[config.mk]
export PLATFORM = sky130hd
export DESIGN_NAME = load_store_unit
export DESIGN_NICKNAME = d
export VERILOG_FILES = /design/src/rtl/load_store_unit.sv
export SDC_FILE = /design/constraint.sdc
export NUM_CORES = 1
export LEC_CHECK = 0
export CORE_ASPECT_RATIO = 1.4
export CORE_MARGIN = 2
export CORE_UTILIZATION = 39
export DETAILED_ROUTE_END_ITERATION = 12
export GPL_ROUTABILITY_DRIVEN = 0
export PLACE_DENSITY = 0.69
export SLEW_MARGIN = 10
export SYNTH_ARGS = -nofsm -noshare
export SYNTH_HDL_FRONTEND = slang
export SYNTH_SLANG_ARGS = --single-unit
[constraint.sdc]
create_clock -name Clk -period 2.4 [get_ports Clk]
set_input_delay 0.48 -clock Clk [delete_from_list [all_inputs] [get_ports Clk]]
set_output_delay 0.48 -clock Clk [all_outputs]
set_load 0.005 [all_outputs]
[src/rtl/load_store_unit.sv]
// load_store_unit: big-endian byte/half/word load-store engine; sub-word stores run as read-modify-write.
// Define LSU_ALIGN_CHECK_EN to flag misaligned half/word accesses as errors.
module load_store_unit #(
   parameter int MEM_LAT = 1
) (
   input  logic        Clk,
   input  logic        Rst_n,
   input  logic        Req,
   input  logic        Wr,
   input  logic [2:0]  Size,
   input  logic [31:0] Addr,
   input  logic [31:0] Store_data,
   output logic        Busy,
   output logic        Done,
   output logic        Err,
   output logic [31:0] Load_data,
   output logic [31:0] Mem_addr,
   output logic [31:0] Mem_wdata,
   output logic        Mem_read,
   output logic        Mem_write,
   input  logic [31:0] Mem_rdata
);
   typedef enum logic [2:0] {IDLE, READ, WAIT, WRITE, DONE} state_t;
   state_t state, state_nxt;
   logic [3:0] cnt;
   logic wr_q;
   logic [2:0] size_q;
   logic [1:0] off_q;
   logic [15:0] sdata_q;
   logic accept, illegal, misalign, err_req, wait_last, sgn;
   logic [4:0] sh;
   logic [15:0] lane;
   logic [31:0] mask, ins, merged, ext;
   assign accept = state == IDLE && Req;
   assign illegal = Size == 3'b010 || Size[2:1] == 2'b11 || (Wr && Size[2]);
`ifdef LSU_ALIGN_CHECK_EN
   assign misalign = (Size[1:0] == 2'b01 && Addr[0]) || (Size[1:0] == 2'b11 && Addr[1:0] != 2'b00);
`else
   assign misalign = 1'b0;
`endif
   assign err_req = illegal || misalign;
   assign wait_last = cnt == 4'(MEM_LAT - 1);
   // Shift that brings the addressed lane down to bit 0 (big-endian: offset 0 is the top byte).
   assign sh = size_q[0] ? {~off_q[1], 4'b0000} : {~off_q, 3'b000};
   assign lane = 16'(Mem_rdata >> sh);
   assign sgn = ~size_q[2];
   assign ext = size_q[1] ? Mem_rdata :
                size_q[0] ? {{16{sgn & lane[15]}}, lane} :
                            {{24{sgn & lane[7]}}, lane[7:0]};
   assign mask = (size_q[0] ? 32'h0000_FFFF : 32'h0000_00FF) << sh;
   assign ins = (size_q[0] ? {16'h0, sdata_q} : {24'h0, sdata_q[7:0]}) << sh;
   assign merged = (Mem_rdata & ~mask) | ins;
   always_ff @(posedge Clk or negedge Rst_n)
      if (!Rst_n) state <= IDLE;
      else state <= state_nxt;
   always_comb begin
      state_nxt = state;
      case (state)
         IDLE:    state_nxt = !Req ? IDLE : err_req ? DONE : (Wr && Size == 3'b011) ? WRITE : READ;
         READ:    state_nxt = WAIT;
         WAIT:    state_nxt = !wait_last ? WAIT : wr_q ? WRITE : DONE;
         WRITE:   state_nxt = DONE;
         DONE:    state_nxt = IDLE;
         default: state_nxt = IDLE;
      endcase
   end
   always_ff @(posedge Clk or negedge Rst_n)
      if (!Rst_n) begin
         Busy      <= 1'b0;
         Done      <= 1'b0;
         Err       <= 1'b0;
         Load_data <= '0;
         Mem_addr  <= '0;
         Mem_wdata <= '0;
         Mem_read  <= 1'b0;
         Mem_write <= 1'b0;
         cnt       <= '0;
         wr_q      <= 1'b0;
         size_q    <= '0;
         off_q     <= '0;
         sdata_q   <= '0;
      end else begin
         Busy      <= state_nxt != IDLE;
         Done      <= state_nxt == DONE;
         Mem_read  <= state_nxt == READ;
         Mem_write <= state_nxt == WRITE;
         Err       <= accept && err_req;
         if (accept) begin
            Mem_addr  <= {Addr[31:2], 2'b00};
            Mem_wdata <= Store_data;
            wr_q      <= Wr;
            size_q    <= Size;
            off_q     <= Addr[1:0];
            sdata_q   <= Store_data[15:0];
         end
         if (state == WAIT) begin
            cnt <= wait_last ? 4'd0 : cnt + 4'd1;
            if (wait_last && wr_q) Mem_wdata <= merged;
            if (wait_last && !wr_q) Load_data <= ext;
         end
      end
endmodule

==> impl_metrics.json, run 1 <==
{
  "fin_setup_tns_ns": 0,
  "core-area_sq_um": 16100,
  "antenna_found_initial": 1,
  "diodes": 0,
  "synth_cell_types": 43,
  "r2r_start": "cnt[0]",
  "ant_nets": 0,
  "floorplan.initialDensity": 0.3970,
  "postSynthCellCount": 730,
  "post-route-worst-setup-slack_ns": 0.2702,
  "dr.pass1.iters": 5,
  "fmax_mhz": 469.5,
  "cts_buffer_depth": 2,
  "holdWs_ns": 0.01480,
  "clkSlewWorstSetupHoldPaths_ns": 0.06,
  "maxCapViolCount": 0,
  "rsz0062_at_grt": "no",
  "die-height_um": 155.5,
  "portBuffers": 201,
  "drc": 0,
  "skew_ns": 0.009523,
  "final_common_cell": "nand2_1",
  "first_global_vias": 5818,
  "cp-start-kind": "flop",
  "netlist_area_sq_um": 6394,
  "layout-drive-gt1-share": 0.07576,
  "post-route-period-util": 0.8874,
  "ys_async_sr_fraction": 1.000,
  "yosysSeqAreaShare": 0.5010,
  "worstPathArrival_ns": 2.40,
  "grt_pass1_wl_um": 30990,
  "setup.worst_path.start": "cnt[0]",
  "worst_pin_slew_ns": 0.6434,
  "cts_tree": "done",
  "die_x_um": 112.2,
  "end_kind": "flop",
  "setup_viol": 0,
  "leakagePower_nw": 4.157,
  "crit_required_ns": 2.67,
  "ctsResizeCount": 0,
  "holdCritPathClass": "in -> async",
  "place_hpwl_um": 14180,
  "period_needed_ns": 2.130,
  "vdd_drop_max_mv": 1.077,
  "slowest_delay_ns": 0.42,
  "fin_nets": 1019,
  "pwr_density_cell_nw_per_um2": 1346,
  "finalHoldViolCount": 0,
  "overflow": 0,
  "via_per_inst": 5.238,
  "slew_headroom": 0.5702,
  "cts_setup_buffers": 0,
  "cts_root_buf": "clkbuf_16",
  "synth_edf_count": 0,
  "cts_hold_buf": 0,
  "place_ws_ns": 0.1972,
  "numCtsBuffers": 17,
  "critPathMaxFanout": 8,
  "path_cells": "inv_1 -> ha_1 -> nor4b_1 -> and2_1 -> nor3b_4 -> a21oi_1",
  "syn_area_per_cell_sq_um": 8.758,
  "dieArea_sq_um": 17450,
  "yosys_most_used_dff": "dfrtp_1",
  "outcome": "completed",
  "fillers": 1540,
  "grt_max_degree": 86,
  "wirelength_um": 19480,
  "num_rows": 55,
  "final_cell_mix": "234 x nand2_1, 200 x clkdlybuf4s50_1, 128 x dfrtp_1",
  "areaGrowthSynthToFinish_pct": 42.76,
  "postLayoutCoreUtil": 0.5668,
  "track_usage": 0.2258,
  "drv_slew": 0,
  "finalNonFillerCells": 1123,
  "crit_slowest_cell": "dfrtp_1",
  "drt-initial-drc-count": 365,
  "pin_count": 204,
  "critPathKind": "reg -> reg",
  "cts-htree-levels": 4,
  "vias": 5882,
  "reg2reg_slack_ns": 0.27,
  "dp.cells": 1094,
  "wl_per_cell_um": 17.35,
  "clk_latency_ns": 0.42,
  "ys_warn_count": 0,
  "clock-sinks": 128,
  "yosys_register_bits": 128
}
==> report_power, final <==
group	total (mW)	switching [mW]	internal [mW]	leakage, nW
logic	5.67	2.75	2.92	2.32
registers	3.97	0.796	3.17	1.54
clock network	2.65	0.898	1.75	0.301
==> kinds of logic (layout without fill, tap and decap cells) <==
group | count (synthesis) | count (layout) | share of synthesized area
AO/OA/AOI/OAI | 178 | 178 | 0.1757
XOR/XNOR | 1 | 1 | 0.001370
adder cells (fa/ha/maj) | 2 | 2 | 0.003913
buffers and inverters | 60 | 253 | 0.05421
flip-flops | 128 | 128 | 0.5010
multiplexers | 13 | 13 | 0.02055
other | 1 | 2 | 0.0005865
AND/OR/NAND/NOR | 347 | 347 | 0.2427
==> layout make-up <==
type / instances / area (sq um) / share of cell area
clock buffers: 23 / 498.0 / 0.05456
clock inverters: 6 / 105.1 / 0.01151
inverters: 3 / 11.26 / 0.001234
multi-input cells: 543 / 2848 / 0.3120
flip-flops and latches: 128 / 3203 / 0.3509
well taps: 199 / 249.0 / 0.02728
repair buffers: 221 / 2213 / 0.2425
==> sequential cells by signal, indices dropped and copies added, names as in the netlist, 2 cells and up <==
register and flops:
Mem_addr 30, Mem_wdata 32, cnt 4, Load_data 32, sdata_q 16, off_q 2, size_q 3, state 3
==> cells in the mapped netlist (14+ instances only) <==
cell type | n | area share
nand2b_1 | 14 | 0.014
nand2_1 | 234 | 0.14
o21ai_0 | 26 | 0.020
nor2_1 | 38 | 0.022
a21oi_1 | 58 | 0.045
a31oi_1 | 15 | 0.015
and3_1 | 17 | 0.017
a21o_1 | 17 | 0.020
a22oi_1 | 33 | 0.039
clkbuf_1 | 21 | 0.012
buf_2 | 20 | 0.016
nor2b_1 | 14 | 0.014
dfrtp_1 | 128 | 0.50
==> path summary, 6_finish.rpt <==
check	endpoint	cells after the start
setup / recovery	Load_data[14]	6
hold / removal	Mem_addr[31]	1
setup reg to reg	Load_data[14]	6
hold reg to reg	Mem_addr[23]	2
max in group asynchronous	Load_data[13]	2
min in group Clk	Mem_addr[23]	2
==> critical path: cells and delay by family, from the launching register on <==
kind / cells / cell delay [ns]
AO/OA/AOI/OAI: 1 / 0.13
adder cells (fa/ha/maj): 1 / 0.16
AND/OR/NAND/NOR: 3 / 1.18
flip-flops: 1 / 0.42
buffers and inverters: 1 / 0.09
==> per-stage QoR <==
step           total power, mW  area (sq um)
6_report                 12.28          9128
5_1_grt                  13.19          9128
4_1_cts                  12.40          9128
3_5_place_dp             9.696          8524
3_3_place_gp             9.562          8524
2_1_floorplan            6.999          6397
==> per-layer routing <==
layer | GRT usage | up-vias | share of wire
met5 | 0 | - | 0.00067
li1 | - | 2822 | -
met1 | 0.2722 | 2811 | 0.40
met4 | 0.1138 | 2 | 0.044
met3 | 0.05415 | 52 | 0.054
met2 | 0.3772 | 195 | 0.50
Power figures use the tool's default switching activity.
==> inputs of run 2 (changes only) <==
--- a/config.mk
+++ b/config.mk
@@ -5,8 +5,7 @@
 export SDC_FILE = /design/constraint.sdc
 export NUM_CORES = 1
 export LEC_CHECK = 0
-export CORE_ASPECT_RATIO = 1.4
-export CORE_MARGIN = 2
+export CORE_ASPECT_RATIO = 1.2
 export CORE_UTILIZATION = 39
 export DETAILED_ROUTE_END_ITERATION = 12
 export GPL_ROUTABILITY_DRIVEN = 0
==> run 2 against run 1 <==
Effect of this change:
- the flow now finishes with violations (hold timing)
- clock skew shrank 0.0025 ns
- die area shrank 3.1%
- sequential share of layout area is essentially flat
- register-to-register slack is essentially flat
- maximum frequency grew 0.54%
- clock power shrank 4%
- clock-buffer cell count grew 2
- design area is essentially flat
- critical path type unchanged
==> impl_metrics.json, run 2 (synthesis results as in run 1) <==
{
  "outcome": "complete, but fails checks",
  "violations": "hold timing",
  "postLayoutCoreUtil": 0.5772,
  "dr.pass1.iters": 5,
  "end_kind": "flop",
  "clkSlewWorstSetupHoldPaths_ns": 0.05,
  "diodes": 0,
  "die-height_um": 142.3,
  "maxCapViolCount": 0,
  "switchingPower_mw": 4.461,
  "cts_root_buf": "clkbuf_16",
  "layout-drive-gt1-share": 0.07451,
  "critPathKind": "reg -> reg",
  "finalHoldViolCount": 1,
  "p_sw_frac": 0.3655,
  "intPower_mw": 7.744,
  "areaGrowthSynthToFinish_pct": 42.90,
  "ant_nets": 0,
  "clk_latency_ns": 0.41,
  "place_hpwl_um": 13840,
  "dieArea_sq_um": 16910,
  "placed_area_sq_um": 8561,
  "cts_setup_buffers": 0,
  "finalNonFillerCells": 1134,
  "period_needed_ns": 2.118,
  "holdWs_ns": -0.0002676,
  "final_common_cell": "nand2_1",
  "die_x_um": 118.9,
  "seq_power_share": 0.323,
  "grt_pass1_wl_um": 30530,
  "drt-initial-drc-count": 422,
  "fin_nets": 1019,
  "cts_hold_buf": 0,
  "dp.cells": 1103,
  "via_per_inst": 5.106,
  "p_clk_frac": 0.208,
  "holdCritPathClass": "in -> async",
  "fin_area_sq_um": 9136,
  "crit_required_ns": 2.68,
  "ctsResizeCount": 0,
  "cts_tree": "done",
  "fmax_mhz": 472.1,
  "vdd_drop_max_mv": 0.6711,
  "pin_count": 204,
  "power_frac_comb": 0.468,
  "worst_pin_slew_ns": 0.6329,
  "cp-start-kind": "flop",
  "drc": 0,
  "r2r_start": "cnt[0]",
  "fin_setup_tns_ns": 0,
  "numCtsBuffers": 17,
  "post-route-period-util": 0.8827,
  "core-area_sq_um": 15830,
  "cts_buffer_depth": 2,
  "wirelength_um": 19250,
  "post-route-worst-setup-slack_ns": 0.2816,
  "slew_headroom": 0.5752,
  "antenna_found_initial": 0,
  "critPathMaxFanout": 8,
  "cts-htree-levels": 4,
  "place_ws_ns": 0.1989,
  "floorplan.initialDensity": 0.4040,
  "power_mw": 12.21,
  "vias": 5790,
  "setup_viol": 0,
  "leakagePower_nw": 4.151,
  "final_cell_mix": "234 x nand2_1, 200 x clkdlybuf4s50_1, 128 x dfrtp_1",
  "clock-sinks": 128,
  "rsz0062_at_grt": "no",
  "pwr_density_cell_nw_per_um2": 1336,
  "skew_ns": 0.007021,
  "wl_per_cell_um": 16.97,
  "first_global_vias": 5686,
  "worstPathArrival_ns": 2.39,
  "setup.worst_path.start": "cnt[0]",
  "num_rows": 50,
  "reg_top3": "Load_data: 32 flops, Mem_wdata: 32 flops, Mem_addr: 30 flops",
  "grt_max_degree": 70,
  "overflow": 0,
  "drv_slew": 0,
  "track_usage": 0.2347,
  "portBuffers": 201
}
[run 2: changes by cell type in the layout (fill, tap and decap cells not counted), sizes merged]
cell / change
clkbuf: +2
clkinv: +1
bufinv: -1
[run 2: cell type report]
type / instances / area (sq um)
fill: 1426 / 6691
sequential: 128 / 3203
clock inverter: 6 / 80.08
clock buffer: 25 / 495.5
timing repair buffer: 221 / 2238
tap: 208 / 260.3
multi-input combinational: 543 / 2848
inverter: 3 / 11.26
[run 2: power groups by stage]
stage	Sequential, mW	Combinational (mW)	Clock (mW)
global placement	3.94	5.64	0
detailed placement	3.96	5.75	0
global route	4.07	6.35	2.67
finish	3.94	5.72	2.54
CTS	3.95	5.76	2.57
floorplan	3.79	3.21	0
[run 2: routing by layer]
metal	track usage	routed length, um	vias up
li1	-	-	2821
met1	0.2941	8225	2738
met2	0.3807	9232	204
met3	0.06611	1317	27
met4	0.09860	471	0
met5	0	0	-
[run 2: worst paths after layout]
check | cells past startpoint | to | slack [ns]
setup / recovery | 6 | Load_data[15] | 0.28
hold / removal | 1 | cnt[1] | -0.0003
setup reg to reg | 6 | Load_data[15] | 0.28
hold reg to reg | 2 | Mem_addr[18] | 0.47
max in group asynchronous | 2 | Mem_addr[6] | 1.78
min in group Clk | 2 | Mem_addr[18] | 0.47
[run 2: worst max-delay path: stages (launching register included)]
cell and delay (ns):
dfrtp_1 0.40, inv_1 0.08, ha_1 0.18, nor4b_1 0.41, and2_1 0.38, nor3b_4 0.42, a21oi_1 0.12
==> inputs of run 3 (changes only) <==
--- a/config.mk
+++ b/config.mk
@@ -14,3 +14,4 @@
 export SYNTH_ARGS = -nofsm -noshare
 export SYNTH_HDL_FRONTEND = slang
 export SYNTH_SLANG_ARGS = --single-unit
+export TNS_END_PERCENT = 10
==> results of run 3 <==
Final layout, timing and power as in run 2 (identical DEF).
